[src/rtl/wb_trace_fifo.sv]
// Passive write-back tracer: captures register-file writes as tagged records
// in a first-word-fall-through FIFO drained through a valid/ready port.
module wb_trace_fifo #(
    parameter int unsigned DEPTH   = 16,
    parameter int unsigned ADDR_W  = 4,
    parameter bit          DROP_R0 = 1'b1
) (
    input  logic              clock,
    input  logic              reset,
    input  logic              ctrl_writeEnable,
    input  logic [4:0]        ctrl_writeReg,
    input  logic [31:0]       data_writeReg,
    input  logic              clear,
    input  logic              trace_ready,
    output logic              trace_valid,
    output logic [4:0]        trace_reg,
    output logic [31:0]       trace_data,
    output logic [15:0]       trace_seq,
    output logic [ADDR_W:0]   count,
    output logic              overflow,
    output logic [15:0]       drop_count
);

    localparam int unsigned CNT_W = ADDR_W + 1;

    typedef struct packed {
        logic [15:0] seq;
        logic [4:0]  rd;
        logic [31:0] data;
    } rec_t;

    rec_t              mem [0:DEPTH-1];
    rec_t              head;
    logic [ADDR_W-1:0] wr_ptr;
    logic [ADDR_W-1:0] rd_ptr;
    logic [15:0]       seq;
    logic              qualify;
    logic              full;
    logic              pop;
    logic              push;
    logic              drop;

    // Event qualification and push/pop arbitration; a pop frees room for a push when full.
    always_comb begin
        qualify = ctrl_writeEnable && (!DROP_R0 || (ctrl_writeReg != 5'd0));
        full    = (count == CNT_W'(DEPTH));
        pop     = trace_valid && trace_ready;
        push    = qualify && (!full || pop);
        drop    = qualify && full && !pop;
    end

    always_ff @(posedge clock or negedge reset) begin
        if (!reset) begin
            wr_ptr     <= '0;
            rd_ptr     <= '0;
            count      <= '0;
            seq        <= '0;
            overflow   <= 1'b0;
            drop_count <= '0;
        end else if (clear) begin
            wr_ptr     <= '0;
            rd_ptr     <= '0;
            count      <= '0;
            seq        <= '0;
            overflow   <= 1'b0;
            drop_count <= '0;
        end else begin
            if (qualify) begin
                seq <= seq + 16'd1;
            end
            if (push) begin
                wr_ptr <= wr_ptr + ADDR_W'(1);
            end
            if (pop) begin
                rd_ptr <= rd_ptr + ADDR_W'(1);
            end
            if (push && !pop) begin
                count <= count + CNT_W'(1);
            end else if (pop && !push) begin
                count <= count - CNT_W'(1);
            end
            if (drop) begin
                overflow <= 1'b1;
                if (drop_count != 16'hFFFF) begin
                    drop_count <= drop_count + 16'd1;
                end
            end
        end
    end

    // Record storage has no reset; unread contents are masked at the output.
    always_ff @(posedge clock) begin
        if (push && !clear) begin
            mem[wr_ptr] <= '{seq: seq, rd: ctrl_writeReg, data: data_writeReg};
        end
    end

    always_comb begin
        head        = mem[rd_ptr];
        trace_valid = (count != '0);
        trace_reg   = '0;
        trace_data  = '0;
        trace_seq   = '0;
        if (trace_valid) begin
            trace_reg  = head.rd;
            trace_data = head.data;
            trace_seq  = head.seq;
        end
    end

endmodule
[config.mk]
export PLATFORM = sky130hd
export DESIGN_NAME = wb_trace_fifo
export DESIGN_NICKNAME = d
export VERILOG_FILES = /design/src/rtl/wb_trace_fifo.sv
export SDC_FILE = /design/constraint.sdc
export NUM_CORES = 1
export LEC_CHECK = 0
export ABC_CLOCK_PERIOD_IN_PS = 3600
export CAP_MARGIN = 20
export CORE_AREA = 2 2 273 328
export CTS_CLUSTER_SIZE = 25
export DETAILED_ROUTE_END_ITERATION = 8
export DIE_AREA = 0 0 275 330
export PLACE_DENSITY = 0.69
export SLEW_MARGIN = 20
export SYNTH_ARGS = -nofsm -noshare
export SYNTH_HDL_FRONTEND = slang
export SYNTH_SLANG_ARGS = --single-unit
[constraint.sdc]
create_clock -name clock -period 3.6 [get_ports clock]
set_clock_uncertainty 0.1 [all_clocks]
set_input_delay 0.72 -clock clock [delete_from_list [all_inputs] [get_ports clock]]
set_output_delay 0.72 -clock clock [all_outputs]
set_load 0.03 [all_outputs]
---- Yosys cells after proc, flatten, opt, wreduce, memory -nomap -nowiden ----
Memory sizes are Yosys's and may differ from the RTL's.
Index checks and enable logic that the tools add are counted.
cells by class
  equality and inequality tests ........... 2
  muxes and demuxes ....................... 19
  reduce and logical (&&, ||, !) cells .... 22
  add/sub/neg operators ................... 6
operators by type and width
  operator                                                            count
  16-bit two-way mux                                                  6
  16-bit by 1-bit adder with 16-bit output, second input constant     2
  32-bit two-way mux                                                  1
  5-bit two-way mux                                                   4
  4-bit two-way mux                                                   4
  16-bit != test, second input constant                               1
  2-bit nonzero test                                                  5
  5-bit nonzero test                                                  2
  4-bit by 1-bit adder with 4-bit output, second input constant       2
  1-bit logical AND                                                   8
  5-bit by 1-bit adder with 5-bit output, second input constant       1
  5-bit equality test, second input constant                          1
  5-bit by 1-bit subtractor with 5-bit output, second input constant  1
  1-bit zero test                                                     4
  1-bit two-way mux                                                   4
  3-bit nonzero test                                                  1
  2-bit AND reduction                                                 1
  1-bit logical OR                                                    1
storage, ports and cells
  word-level logic and storage cells ...... 56
  memories ................................ 1
  register bits ........................... 46
  memory bits (writable) .................. 848
memory list
  memory  words  width  rd ports  clocked after memory_dff  write ports  line  text
  mem     16     53     1         0                         1            32    rec_t mem [0:DEPTH-1];

---- Longest topological paths before layout ----
Gate-level depths: netlist of the first run.
  depth in word-level cells ............... 9
  gate-level depth with buffers ........... 11

---- Least setup slack after synthesis of the first run ----
OpenSTA, ideal clock, no wires.
  path type ............................... input to register
  start ................................... input port ctrl_writeReg[3]
  end ..................................... memory mem[12][0] (netlist name) (enable)
  arrival time ............................ 3.642 ns
  stages on the path ...................... 6
  buffers on the path ..................... 1
  required time ........................... 3.036 ns
  slack ................................... -0.606 ns
  cells stage by stage .................... or4_1 -> buf_2 -> o21ai_4 -> a21oi_4 -> nand2_1 -> nor2_1
between the ends
  longest elaborated chain between the ends .. 6
RTL lines
  what                                     line  text
  from (decl)                              11    input logic [4:0] ctrl_writeReg,
  5-bit nonzero test                       45    qualify = ctrl_writeEnable && (!DROP_R0 || (ctrl_writeReg != 5'd0));
  1-bit logical AND                        45
  1-bit logical AND                        48    push = qualify && (!full || pop);
  1-bit logical AND                        93    if (push && !clear) begin
  1-bit two-way mux                        93
  1-bit two-way mux (not written as such)  94    mem[wr_ptr] <= '{seq: seq, rd: ctrl_writeReg, data: data_writeReg};
  to (decl)                                32
No other way between the ends.

---- Final worst setup path of the first run ----
  start ................................... register rd_ptr[0]
  end ..................................... output port trace_seq[3]
between the ends
  longest elaborated chain between the ends .. 2
RTL lines
  what                    line  text
  from (decl)             35    logic [ADDR_W-1:0] rd_ptr;
  from (signal assigned)  75    rd_ptr <= rd_ptr + ADDR_W'(1);
  memory 16 x 53 bit      n/a
  16-bit two-way mux      104   if (trace_valid) begin
  to (decl)               18    output logic [15:0] trace_seq,
No other way between the ends.

==> qor.txt, run 1 <==
via-per-instance ratio: 5.609
worst slew pin tran: 1076 ps
area of the core: 0.08755 mm^2
critical path class: flop to output pin
Worst Path Arrival: 3040 ps
fillers: 6,905
clock tree from TritonCTS: done
placed cells: 2,818
Post-Synth Adder-Cell Area: 0.4535%
Syn-to-layout area delta: 21.96%
global route overflow: 0
Tcrit/Tclk final: 107.2%
Leak: 13.52 nW
Register-to-Register Setup Slack: 280 ps
complex-gate fraction of the synthesized area: 0.7127%
IO Port Bufs: 117
Worst Setup End Kind: output pin
final worst setup slack: -260.2 ps
clock transition at the registers of the reported paths: 70 ps
cts bufs inserted: 87
slew margin rel.: 28.11%
Tmin final: 3860 ps
Layout Cells excl Fill: 3,018
ys async rst share: 5.145%
Post-synth EDFFs: 848
yosys warns: 0
FF-to-FF path depth: 10
first-pass GRT wire length: 121,800 um
Crit Reg-Reg Endpoint: count[4]$_DFFE_PN0P_
Mapped Avg Cell Area: 22.84 um^2
setup TNS: -7627 ps
root buffer cell: clkbuf_16
Critical path buffers and inverters: 5
most frequent cells in the layout: edfxtp_1, mux4_2, clkbuf_16
hold slack: 113.9 ps
Final Hold Fails: 0
status: finished with violations
largest family of logic cells by synthesized area: multiplexers
die width: 275 um
FF-to-FF Start: count[0]$_DFFE_PN0P_
Ports: 118
final setup vio count: 51
Longest Clk Path Bufs: 3
ANT nets after route: 0
maximum number of pins on one net before global-route repair: 47
worst-path maximum fanout: 7
Die ar.: 0.09075 mm^2
crit-path cells: buf_12 -> buf_12 -> buf_16 -> buf_6 -> mux4_2 -> mux4_2 -> and2_4 -> buf_6
Initial DRC Count: 1,780
Simple-Gate Fraction of Synth Area: 2.937%
Total GRT Usage: 18.61%
failing checks: setup timing
FP Rows: 119
DRT Pass-1 Iters: 7
max cap viols: 0
Crit path max-delay family: multiplexers
Post-CTS Hold Buffers: 0
nets@finish: 1,859
Hold Crit Class: input pin to asynchronous set/reset pin
PD cells: 646.0 mW/mm^2
vias after detailed routing: 16,928
Slowest-stage cell, CP: mux4_2
register bit total from synthesis: 894
Slew Limit Fails: 0
Seq/Total Area, Yosys: 76.57%
CP peak stage delay: 570 ps
H-tree levels: 3
HPWL Detailed: 48,220 um
Mapped Nets: 1,576
Mapped Cells: 1,522
vias in the first global route: 17,715
die height: 330 um
peak supply drop: 0.3853 mV
WP data required: 2780 ps
Starting Density: 39.70%
DRC: 0
total wire length: 83,410 um
drt wl/cell: 27.64 um
Synth Flop Type: edfxtp_1
CP startpoint kind: flop
CTS Sinks: 894
fmax: 259.1 MHz
post-synthesis mux area share: 17.47%
Synth Area in XOR/XNOR: 0.7811%
most common cell after layout, fill and taps aside: edfxtp_1
routability cong.: 0.7911
Mapped Area: 0.03476 mm^2
share of cells above drive strength 1: 35.60%
synth unique cells: 44
initial antenna violation count: 3
RSZ-0062 raised after global routing: true
worst skew pair latency: 630 ps
## timing repair
action / in CTS / in global routing
endpoints found under the setup margin: 54 / 53
cloned: 13 / 3
setup buffers: 26 / 12
pin swaps: 15 / 3
gates resized for setup: 157 / 18
## cells by family after synthesis
logic type	count (synthesis)
AO/OA/AOI/OAI	34
XOR/XNOR	31
adder cells (fa/ha/maj)	12
buffers and inverters	86
flip-flops	894
multiplexers	273
AND/OR/NAND/NOR	192
## worst max path at each step
stage                                startpoint                    end  cells past startpoint
after floorplan                ctrl_writeReg[3]   mem[12][0]$_DFFE_PP_                      6
after global placement         ctrl_writeReg[4]  mem[14][47]$_DFFE_PP_                      8
after detailed placement       ctrl_writeReg[4]   mem[0][48]$_DFFE_PP_                      9
after CTS                 rd_ptr[0]$_DFFE_PN0P_           trace_seq[9]                      9
after global routing      rd_ptr[0]$_DFFE_PN0P_           trace_seq[3]                      8
final                     rd_ptr[0]$_DFFE_PN0P_           trace_seq[3]                      8
## state kept, by name (all words and copies together), names as in the netlist
signal	count
seq	16
drop_count	16
overflow	1
rd_ptr	4
mem	848
count	5
wr_ptr	4
## cells in the mapped netlist (all sizes together) (6+ instances only)
master	count	area share [%]
mux2	7	0.27
o21ai	7	0.17
inv	7	0.076
nand3	15	0.22
or3	6	0.11
and4	6	0.15
xnor2	25	0.63
and2	58	1.0
dfrtp	46	3.3
a21oi	15	0.25
edfxtp	848	73
buf	31	0.48
nand2	19	0.21
clkbuf	48	0.52
mux4	265	17
nor4	7	0.14
ha	11	0.40
nor2	58	0.65
xor2	6	0.15
## layout make-up
cell class,instances,area [um^2],area share (%)
Antenna cell,1,2.502,0.005903
Clock buffer,111,2371,5.593
Clock inverter,41,427.9,1.009
Inverter,7,26.28,0.06198
Multi-Input combinational cell,542,7985,18.84
Sequential cell,894,26630,62.82
Tap cell,1149,1438,3.391
Timing Repair Buffer,273,3513,8.287
## layer usage
layer  routed length [um]  vias up  track usage [%]
li1                     -     6978                -
met1                32520     9114            24.74
met2                43470      718            31.87
met3                 5363      118            2.821
met4                 2057        0            5.429
met5                    0        -                0
## report_power, final
group	switching (mW)	internal [mW]	leakage [nW]	total, mW
clock	3.74	5.22	1.36	8.96
combinational	3.22	3.60	3.77	6.82
sequential	0.122	11.5	8.40	11.6
## stage by stage
stage	utilization, %	instance area (um^2)	worst slack [ps]	total power [mW]
final	48.42	42390	-260.2	27.39
after global placement	43.95	38480	-59.76	17.44
after detailed placement	43.98	38500	-74.91	17.49
after CTS	48.36	42330	-299.9	27.60
after floorplan	-	34760	-605.9	15.31
after global routing	48.42	42390	-316.4	28.26
## worst register-to-register path: stages (launching register included)
cell and delay (ps):
dfrtp_1 500, or4_1 590, o21ai_4 300, nand2_1 160, buf_4 160, fa_1 380
a21o_1 200, a21oi_1 190, a21oi_1 60, a22oi_1 200, mux2_2 360
Power figures use the tool's default switching activity.
==> inputs of run 2 (changes only) <==
- CORE_AREA: 2 2 273 328 -> 2 2 356 252
- DIE_AREA: 0 0 275 330 -> 0 0 358 254
==> qor.txt, run 2 (synthesis gave the netlist of run 1 again) <==
setup TNS: -8142 ps
ANT nets after route: 0
worst skew pair latency: 640 ps
max FFs per register: 848
IO Port Bufs: 117
post-route cell area: 0.04246 mm^2
global route overflow: 0
Layout Cells excl Fill: 3,035
HPWL Detailed: 46,350 um
crit-path cells: buf_12 -> buf_16 -> buf_16 -> buf_16 -> mux4_2 -> mux4_2 -> and2_4 -> buf_6
max cap viols: 0
Worst Setup End Kind: output pin
most frequent cells in the layout: edfxtp_1, mux4_2, clkbuf_16
routability cong.: 0.7839
worst slew pin tran: 842.1 ps
root buffer cell: clkbuf_16
final worst setup slack: -226.2 ps
biggest regs: mem x848, drop_count x16, seq x16
Slowest-stage cell, CP: mux4_2
FP Rows: 91
fillers: 6,851
Initial DRC Count: 2,174
placed cells: 2,824
worst-path maximum fanout: 8
Leak: 13.52 nW
Die ar.: 0.09093 mm^2
area of the core: 0.08744 mm^2
Post-CTS Hold Buffers: 0
DRT Pass-1 Iters: 5
fmax: 261.4 MHz
Setup WS pre-CTS: -132.6 ps
Flop pwr share: 43.0%
RSZ-0062 raised after global routing: true
Cell Int Power: 19.86 mW
Final Util: 48.55%
Top cell by count, worst path: buf_16
most common cell after layout, fill and taps aside: edfxtp_1
critical path class: flop to output pin
Top reg by flops: mem
die width: 358 um
Final Hold Fails: 0
share of cells above drive strength 1: 35.90%
Hold Crit Class: input pin to asynchronous set/reset pin
nets@finish: 1,860
CTS Sinks: 894
Tmin final: 3826 ps
clock tree from TritonCTS: done
status: finished with violations
cts bufs inserted: 80
H-tree levels: 3
drt wl/cell: 27.31 um
CP startpoint kind: flop
CP peak stage delay: 530 ps
first-pass GRT wire length: 121,200 um
die height: 254 um
Syn-to-layout area delta: 22.14%
total wire length: 82,890 um
Post-DP Area: 0.03846 mm^2
via-per-instance ratio: 5.585
slew margin rel.: 43.73%
Ports: 118
clock transition at the registers of the reported paths: 60 ps
PD cells: 634.8 mW/mm^2
final setup vio count: 53
Longest Clk Path Bufs: 3
sw frac: 26.31%
combinational power share: 26.4%
DRC: 0
Sw Pwr: 7.092 mW
WP data required: 2780 ps
maximum number of pins on one net before global-route repair: 58
initial antenna violation count: 1
Overall Power: 26.95 mW
Worst Path Arrival: 3010 ps
vias in the first global route: 17,591
peak supply drop: 0.3759 mV
hold slack: 70.08 ps
Starting Density: 39.75%
Total GRT Usage: 18.43%
vias after detailed routing: 16,951
Clk pwr share: 30.6%
failing checks: setup timing
Slew Limit Fails: 0
Tcrit/Tclk final: 106.3%
==> run 2: cell types whose count changed in the layout (fill, tap and decap cells not counted), moves of 2 or more <==
cell        delta
and2_1        -13
and2_4        +13
buf_12         +8
buf_16         +9
buf_4         -21
buf_6         +17
buf_8          -4
bufbuf_16      -3
bufinv_16      -5
clkbuf_1      +10
clkbuf_16      -5
clkinvlp_4     -2
inv_6          +3
==> run 2: layout make-up <==
| type | instances | area, um^2 | area share (%) |
|---|---|---|---|
| multi-input cells | 542 | 8013 | 18.87 |
| clock inverters | 35 | 264.0 | 0.6218 |
| repair buffers | 281 | 3847 | 9.062 |
| well taps | 1162 | 1454 | 3.424 |
| clock buffers | 113 | 2220 | 5.228 |
| flip-flops and latches | 894 | 26630 | 62.72 |
| inverters | 7 | 26.28 | 0.06189 |
| diodes | 1 | 2.502 | 0.005894 |
==> run 2: power by group through the flow <==
stage / Sequential [mW] / Clock [mW] / Combinational, mW
floorplan: 11.8 / 0 / 3.50
global placement: 11.8 / 0 / 5.38
detailed placement: 11.9 / 0 / 5.42
CTS: 11.6 / 8.38 / 7.02
global route: 11.6 / 8.77 / 7.50
finish: 11.6 / 8.25 / 7.12
==> run 2: worst paths after layout <==
path                            slack (ps)                         to  cells past startpoint             startpoint
worst max-delay path                  -230              trace_data[3]                      8  rd_ptr[0]$_DFFE_PN0P_
worst min-delay path                    70  drop_count[0]$_DFFE_PN0P_                      1                  reset
worst max register to register         370       count[4]$_DFFE_PN0P_                      9   count[1]$_DFFE_PN0P_
worst min register to register         420       overflow$_DFFE_PN0P_                      2   overflow$_DFFE_PN0P_
max in group asynchronous             2600       count[1]$_DFFE_PN0P_                      2                  reset
min in group clock                     420       overflow$_DFFE_PN0P_                      2   overflow$_DFFE_PN0P_
==> run 2: layer usage <==
layer	global-route usage [%]	share of wire [%]	wire (um)
met4	3.814	1.6	1333
met2	28.46	47	39210
met1	27.16	43	35710
met3	3.907	8.0	6643
met5	0	0	0
==> run 2: repair_timing <==
action / 4_1_cts / 5_1_grt
gates resized for setup: 125 / 32
pin swaps: 1 / 0
gates cloned: 21 / 6
setup endpoints to repair: 53 / 53
buffers inserted: 33 / 13
==> run 2: critical path: cells and delay by family, from the launching register on <==
family        cells  cell delay, ps
mux               2             940
buf+inv           5             750
flops             1             490
simple gates      1             180
